## src/rtl/pong_pkg.sv

```systemverilog
// Shared Pong definitions: screen/paddle geometry, ball FSM states and
// direction encoding, used by the ball, paddle control and renderer blocks.
package pong_pkg;

   localparam logic [9:0] H_ACTIVE   = 10'd640;
   localparam logic [9:0] V_ACTIVE   = 10'd480;
   localparam logic [9:0] BALL_SIZE  = 10'd8;
   localparam logic [9:0] PADDLE_H   = 10'd64;
   localparam logic [9:0] PADDLE_W   = 10'd8;
   localparam logic [9:0] PADDLE_L_X = 10'd16;
   localparam logic [9:0] PADDLE_R_X = 10'd616;
   localparam logic [9:0] SPEED      = 10'd2;

   localparam logic [9:0] CENTRE_X   = (H_ACTIVE - BALL_SIZE) >> 1;
   localparam logic [9:0] CENTRE_Y   = (V_ACTIVE - BALL_SIZE) >> 1;

   localparam int         SERVE_DELAY = 60;
   localparam logic [5:0] SERVE_LAST  = 6'(SERVE_DELAY - 1);

   typedef enum logic [1:0] {
      IDLE   = 2'd0,
      MOVE   = 2'd1,
      SCORED = 2'd2
   } state_e;

   // INC means right on x and down on y.
   typedef enum logic {
      DIR_INC = 1'b0,
      DIR_DEC = 1'b1
   } dir_e;

   // Vertical overlap of ball and paddle; 11-bit so pad_y + PADDLE_H cannot wrap.
   function automatic logic paddle_overlap(input logic [9:0] ball_y,
                                           input logic [9:0] pad_y);
      return (({1'b0, ball_y} + {1'b0, BALL_SIZE}) > {1'b0, pad_y}) &&
             ({1'b0, ball_y} < ({1'b0, pad_y} + {1'b0, PADDLE_H}));
   endfunction

endpackage

```

## src/rtl/ball_motion.sv

```systemverilog
// Pong ball: one step per 60 Hz tick with wall bounces, paddle hits,
// miss scoring and the serve/recentre sequence.
module ball_motion
   import pong_pkg::*;
(
   input  logic       clk,
   input  logic       rst,
   input  logic       ref_tick,
   input  logic       serve,
   input  logic [9:0] paddle_l_y,
   input  logic [9:0] paddle_r_y,
   output logic [9:0] ball_x,
   output logic [9:0] ball_y,
   output logic       score_l,
   output logic       score_r,
   output logic       in_play
);

   state_e     state_q, state_d;
   dir_e       dx_q, dx_d, dy_q, dy_d;
   logic [9:0] x_q, x_d, y_q, y_d;
   logic       score_l_q, score_l_d, score_r_q, score_r_d;
   logic [5:0] tick_cnt_q, tick_cnt_d;
   logic       overlap_l, overlap_r;

   assign overlap_l = paddle_overlap(y_q, paddle_l_y);
   assign overlap_r = paddle_overlap(y_q, paddle_r_y);

   always_comb begin
      state_d    = state_q;
      x_d        = x_q;
      y_d        = y_q;
      dx_d       = dx_q;
      dy_d       = dy_q;
      score_l_d  = 1'b0;
      score_r_d  = 1'b0;
      tick_cnt_d = tick_cnt_q;

      case (state_q)
         // ref_tick is a single-cycle strobe; serve is a level sampled only here.
         IDLE: begin
            if (serve) state_d = MOVE;
         end

         MOVE: begin
            if (ref_tick) begin
               if (dy_q == DIR_INC) begin
                  if (y_q + BALL_SIZE + SPEED >= V_ACTIVE) begin
                     y_d  = V_ACTIVE - BALL_SIZE;
                     dy_d = DIR_DEC;
                  end else begin
                     y_d = y_q + SPEED;
                  end
               end else begin
                  if (y_q <= SPEED) begin
                     y_d  = '0;
                     dy_d = DIR_INC;
                  end else begin
                     y_d = y_q - SPEED;
                  end
               end

               // A miss leaves dx pointing at the conceding side for the next serve.
               if (dx_q == DIR_INC) begin
                  if ((x_q <= PADDLE_R_X - BALL_SIZE) &&
                      (x_q + BALL_SIZE + SPEED >= PADDLE_R_X) && overlap_r) begin
                     x_d  = PADDLE_R_X - BALL_SIZE;
                     dx_d = DIR_DEC;
                  end else if (x_q + BALL_SIZE + SPEED >= H_ACTIVE) begin
                     score_l_d = 1'b1;
                     state_d   = SCORED;
                     dx_d      = DIR_INC;
                  end else begin
                     x_d = x_q + SPEED;
                  end
               end else begin
                  if ((x_q >= PADDLE_L_X + PADDLE_W) &&
                      (x_q <= PADDLE_L_X + PADDLE_W + SPEED) && overlap_l) begin
                     x_d  = PADDLE_L_X + PADDLE_W;
                     dx_d = DIR_INC;
                  end else if (x_q <= SPEED) begin
                     score_r_d = 1'b1;
                     state_d   = SCORED;
                     dx_d      = DIR_DEC;
                  end else begin
                     x_d = x_q - SPEED;
                  end
               end
            end
         end

         SCORED: begin
            if (ref_tick) begin
               if (tick_cnt_q == SERVE_LAST) begin
                  tick_cnt_d = '0;
                  x_d        = CENTRE_X;
                  y_d        = CENTRE_Y;
                  dy_d       = DIR_INC;
                  state_d    = IDLE;
               end else begin
                  tick_cnt_d = tick_cnt_q + 6'd1;
               end
            end
         end

         default: state_d = IDLE;
      endcase
   end

   always_ff @(posedge clk) begin
      if (rst) begin
         state_q    <= IDLE;
         x_q        <= CENTRE_X;
         y_q        <= CENTRE_Y;
         dx_q       <= DIR_INC;
         dy_q       <= DIR_INC;
         score_l_q  <= 1'b0;
         score_r_q  <= 1'b0;
         tick_cnt_q <= '0;
      end else begin
         state_q    <= state_d;
         x_q        <= x_d;
         y_q        <= y_d;
         dx_q       <= dx_d;
         dy_q       <= dy_d;
         score_l_q  <= score_l_d;
         score_r_q  <= score_r_d;
         tick_cnt_q <= tick_cnt_d;
      end
   end

   assign ball_x  = x_q;
   assign ball_y  = y_q;
   assign score_l = score_l_q;
   assign score_r = score_r_q;
   assign in_play = (state_q == MOVE);

endmodule

```

## config.mk

```make
export PLATFORM = sky130hd
export DESIGN_NAME = ball_motion
export DESIGN_NICKNAME = d
export VERILOG_FILES = /design/src/rtl/pong_pkg.sv /design/src/rtl/ball_motion.sv
export SDC_FILE = /design/constraint.sdc
export NUM_CORES = 1
export LEC_CHECK = 0
export BUFFER_PORTS_ARGS = -buffer_cell sky130_fd_sc_hd__buf_2
export CAP_MARGIN = 20
export CORE_ASPECT_RATIO = 1.75
export CORE_MARGIN = 3
export CORE_UTILIZATION = 45
export DETAILED_ROUTE_END_ITERATION = 12
export PLACE_DENSITY = 0.76
export SYNTH_ARGS = -nofsm -noshare
export SYNTH_HDL_FRONTEND = slang
export SYNTH_SLANG_ARGS = --single-unit
export TNS_END_PERCENT = 50
```

## constraint.sdc

```tcl
create_clock -name clk -period 7.3 [get_ports clk]
set_input_delay 0.73 -clock clk [delete_from_list [all_inputs] [get_ports clk]]
set_output_delay 0.73 -clock clk [all_outputs]
set_load 0.005 [all_outputs]
```

-- Word level (Yosys, flattened, before mapping)
Cells that the tools add are included.
- output and inout bits: 23
- input bits: 24
- register bits after elaboration: 32
- logic and storage cells: 102
- reduce and logical (&&, ||, !) cells: 15
- eq/ne operators: 13
- add/subtract/negate cells: 12
- magnitude comparators: 12
- bitwise logic cells: 3
- muxes and demuxes: 39
- operators by type and width (kind ; count):
    2-to-1 mux 10 bit ; 14
    adder 10 x 2 -> 10 bit (second input constant) ; 4
    case mux 10 bit (2 select lines) ; 2
    adder 10 x 7 -> 11 bit (second input constant) ; 2
    greater-than comparator 11 x 10 -> 1 bit ; 2
    less-than comparator 10 x 11 -> 1 bit ; 2
    adder 10 x 4 -> 10 bit (second input constant) ; 2
    greater-or-equal comparator 10 bit (second input constant) ; 2
    less-or-equal comparator 10 x 2 -> 1 bit (second input constant) ; 2
    subtractor 10 x 2 -> 10 bit (second input constant) ; 2
    2-to-1 mux 2 bit ; 9
    adder 10 x 4 -> 11 bit (second input constant) ; 1
    2-to-1 mux 1 bit ; 11
    greater-or-equal comparator 10 x 5 -> 1 bit (second input constant) ; 1
    greater-or-equal comparator 10 x 9 -> 1 bit (second input constant) ; 1
    less-or-equal comparator 10 bit (second input constant) ; 1
    less-or-equal comparator 10 x 5 -> 1 bit (second input constant) ; 1
    OR reduction 5 bit ; 2
    inequality test 2 bit (second input constant) ; 4
    inequality test 4 bit (second input constant) ; 2
    AND reduction 8 bit ; 1
    adder 6 x 1 -> 6 bit (second input constant) ; 1
    == test 6 bit (second input constant) ; 1
    logical AND 1 bit ; 6
    14 further kinds ; 18

-- Longest topological paths before layout
- word-level depth: 9
- depth in mapped cells: 13
- gate-level depth less buffers: 13

-- Worst setup path after synthesis
Ideal clock, no wire load.
- kind: reg-to-reg
- start point: register y_q[6], in the netlist ball_y[6]
- end point: register x_q[9], in the netlist ball_x[9]
- setup time: 58 ps
- period minus slack after synthesis: 3042 ps
- path buffers: 1
- slack: 4258 ps
- arrival: 2985 ps
- cell stages (with the launch flop): 14
- data required time: 7242 ps
- cells stage by stage: dfxtp_1 > clkbuf_1 > nand3_1 > nor2_1 > xnor2_1 > ha_1 > nand3_1 > nor2_1 > o21a_1 > o2111ai_2 > o31a_1 > a21bo_1 > a22oi_2 > a211o_1
- cells in the longest elaborated chain, start to end: 8
- elaborated cells on any way between the ends: 17
- those cells by class: 1 x add/sub; 4 x order compare; 2 x eq/ne; 5 x mux; 5 x reduce/logical
- RTL lines (item ; RTL line ; RTL):
    start: declaration ; ball_motion.sv:21 ; logic [9:0] x_q, x_d, y_q, y_d;
    start signal: assignment ; ball_motion.sv:123 ; y_q <= y_d;
    adder 10 x 4 -> 11 bit ; pong_pkg.sv:35 ; return (({1'b0, ball_y} + {1'b0, BALL_SIZE}) > {1'b0, pad_y}) &&
    greater-than comparator 11 x 10 -> 1 bit ; pong_pkg.sv:35 ;
    logical AND 1 bit ; pong_pkg.sv:35 ;
    logical AND 1 bit, on equally long branches ; ball_motion.sv:66, ball_motion.sv:78 ;
    2-to-1 mux 10 bit, on equally long branches ; ball_motion.sv:65, ball_motion.sv:77 ;
    2-to-1 mux 10 bit ; ball_motion.sv:64 ; if (dx_q == DIR_INC) begin
    2-to-1 mux 10 bit ; ball_motion.sv:46 ; if (ref_tick) begin
    case mux 10 bit (2 select lines) ; ball_motion.sv:39 ; case (state_q)
    end signal: assignment ; ball_motion.sv:113 ; x_q <= CENTRE_X;
    end signal: assignment ; ball_motion.sv:122 ; x_q <= x_d;
    end: declaration ; ball_motion.sv:21 ;
Several ways; a longest one is shown, not always the timed one. The select of a mux whose other input is x is not followed.
A chain may end at the register's enable or synchronous reset.

-- Final worst setup path
- start point: register y_q[5], in the netlist ball_y[5]
- end point: register x_q[9], in the netlist ball_x[9]
Same word-level chain as after synthesis.

==> results.py <==
metrics = {
    "synthesis": {
        "synth_area_per_cell_sq_um": 7.49,
        "yosys_warnings": 0,
        "syn_inst": 463,
        "ys_async_sr_fraction_pct": 0,
        "yosysUniqueCellTypes": 75,
        "synth_edf_count": 0,
        "synth_ff_type": "dfxtp_1",
        "syn_area_sq_um": 3470,
        "ys_ff_latch": 30,
        "synth_seq_area_share_pct": 17.3,
    },
    "cells_and_area": {
        "layout_common_cells": "ha_1 (44), buf_2 (44), nand2_1 (43)",
        "drive_gt1_share_pct": 14.6,
        "layout.cells.non_filler": 578,
        "nNetsFinal": 559,
        "areaGrowthSynthToFinish_pct": 10.3,
        "n_antenna_cell": 0,
        "num-fill-cells": 703,
    },
    "sta": {
        "fin_ws_ps": 3720,
        "worst_pin_slew_ps": 827,
        "fmax_ghz": 0.279,
        "hold_viol": 0,
        "rsz0062_at_grt": "false",
        "period_needed_ps": 3580,
        "min_period_over_period_pct": 49.1,
        "slew_violations": 0,
        "holdWs_ps": 490,
        "clock_skew_ps": 2.01,
        "setup_viol": 0,
        "slew_headroom_pct": 44.3,
        "tns_ps": 0,
    },
    "floorplan": {
        "die_y_um": 122,
        "start_util_pct": 47.3,
        "io_pins": 47,
        "dieArea_sq_um": 8840,
        "dieWidth_um": 72.4,
        "row_count": 41,
        "core_area_sq_um": 7340,
    },
    "detailed_routing": {
        "final_antenna_net_count": 0,
        "route.detailed.drc": 0,
        "drt-initial-drc-count": 303,
        "viasPerCell": 6.21,
        "firstDrtPassIters": 5,
        "vias": 3589,
        "wl_per_cell_um": 17.1,
        "wirelength_um": 9900,
    },
    "cts": {
        "post_cts_buffers": 0,
        "cts_tree": "yes",
        "htreeDepth": 2,
        "clkTransAtPathRegs_ps": 50,
        "hold_buffers": 0,
        "postCtsResizedCells": 0,
        "clk_latency_ps": 280,
        "root_buffer": "clkbuf_16",
        "cts_inserted_buffers": 5,
        "cts.sinks": 30,
        "clk_path_buf_depth": 2,
    },
    "global_routing": {
        "grt_pass1_wl_um": 16400,
        "grt_max_degree": 23,
        "grt_overflow": 0,
        "antenna_found_initial": 0,
        "grt_usage_pct": 23.0,
        "grt-busiest-layer": "met2",
        "met3_usage_pct": 3.39,
        "globalRouteMet2Util_pct": 40.6,
        "grt_util_met1_pct": 25.5,
        "grt_pass1_vias": 3455,
    },
    "status": {
        "status": "complete, no violations",
    },
    "power": {
        "vdd_drop_max_mv": 0.125,
        "power_leakage_nw": 1.67,
        "total_power_mw": 0.474,
        "power_density_nw_per_um2": 124,
    },
    "min_path": {
        "worstHoldPathType": "reg -> reg",
        "min-delay-start": "tick_cnt_q[5]",
    },
    "placed_design": {
        "finalWeightedCongestion": 0.946,
        "dp_slack_ps": 3800,
        "place_hpwl_um": 7700,
        "post-place-cells": 570,
        "portBuffers": 44,
    },
    "worst_setup_path": {
        "critPathMaxFanout": 16,
        "cp-end-kind": "register",
        "required_ps": 7470,
        "startpoint": "ball_y[5]",
        "critPathArrivalTime_ps": 3750,
        "timing.rr.start": "ball_y[5]",
        "worst-setup-path-type": "reg -> reg",
        "start_kind": "register",
    },
    "flow_run": {
        "cap_violations": 0,
    },
}
[Yosys cell counts (all sizes together), types with 4 or more instances]
master | instances | share of area [%]
a211oi | 7 | 1.5
xnor2 | 17 | 4.3
nor4 | 7 | 1.4
buf | 16 | 2.7
nor2 | 36 | 4.1
nand2 | 44 | 4.8
inv | 40 | 4.3
xor2 | 9 | 2.3
and3 | 4 | 0.87
a21o | 8 | 1.7
o21ai | 28 | 4.1
o31ai | 8 | 1.9
a22oi | 5 | 1.2
dfxtp | 30 | 17
clkbuf | 8 | 0.87
nor3 | 11 | 1.6
a31oi | 5 | 1.3
and2 | 7 | 1.3
ha | 44 | 16
nand3 | 19 | 2.7
nand4 | 8 | 1.9
a21oi | 36 | 5.4
nand2b | 4 | 0.72
o211ai | 7 | 1.7
[metrics by stage]
stage,util [%],instance area (sq um)
3_3_place_gp,50.1,3680
6_report,52.2,3830
4_1_cts,52.2,3830
2_1_floorplan,-,3470
5_1_grt,52.2,3830
3_5_place_dp,50.1,3680
[where the power goes]
group | internal, mW | switching (mW)
Sequential | 0.166 | 0.00725
Combinational | 0.0362 | 0.0502
Clock | 0.135 | 0.0796
Total | 0.337 | 0.137
[state kept, by name, indices dropped and copies added, names as in the netlist]
register / count
tick_cnt_q: 6
score_r: 1
score_l: 1
dy_q: 1
state_q: 2
ball_y: 9
ball_x: 9
dx_q: 1
[final timing paths]
kind | cells after the start | end | slack (ps)
hold reg to reg | 2 | tick_cnt_q[5] | 490
setup / recovery | 12 | ball_x[9] | 3720
hold / removal | 2 | tick_cnt_q[5] | 490
setup reg to reg | 12 | ball_x[9] | 3720
[layout make-up]
type                    count  area (sq um)  share of cell area (%)
repair buffers             44           220                    5.75
multi-input cells         370          2600                    67.9
clock inverters             2          12.5                   0.327
flip-flops and latches     30           601                    15.7
inverters                  40           150                    3.92
well taps                  86           108                    2.81
clock buffers               6           139                    3.63
[routing by layer]
layer	up-vias	routed length [um]	part of all wire, %
met4	0	527	5.3
met1	1646	3850	39
met5	-	0	0
met2	164	4970	50
li1	1731	-	-
met3	48	555	5.6
[worst max-delay path: stages (launching register included)]
cell and delay [ps]:
dfxtp_1 680, and3_4 340, nand3_1 190, xnor2_1 300, ha_1 290, a21o_1 160, a21oi_1 170, o211ai_2 120
o2111ai_2 290, o31a_1 410, a21bo_1 190, a22oi_2 70, a211o_1 260
[logic make-up after synthesis]
kind of cell	synth area share, %
buffers and inverters	7.93
xor gates and xnor gates	6.56
and+or+nand+nor	23.3
AOI/OAI and AO/OA	28.3
other	0.108
adders and majority gates	15.9
DFF	17.3
muxes	0.577
Power figures use the tool's default switching activity.
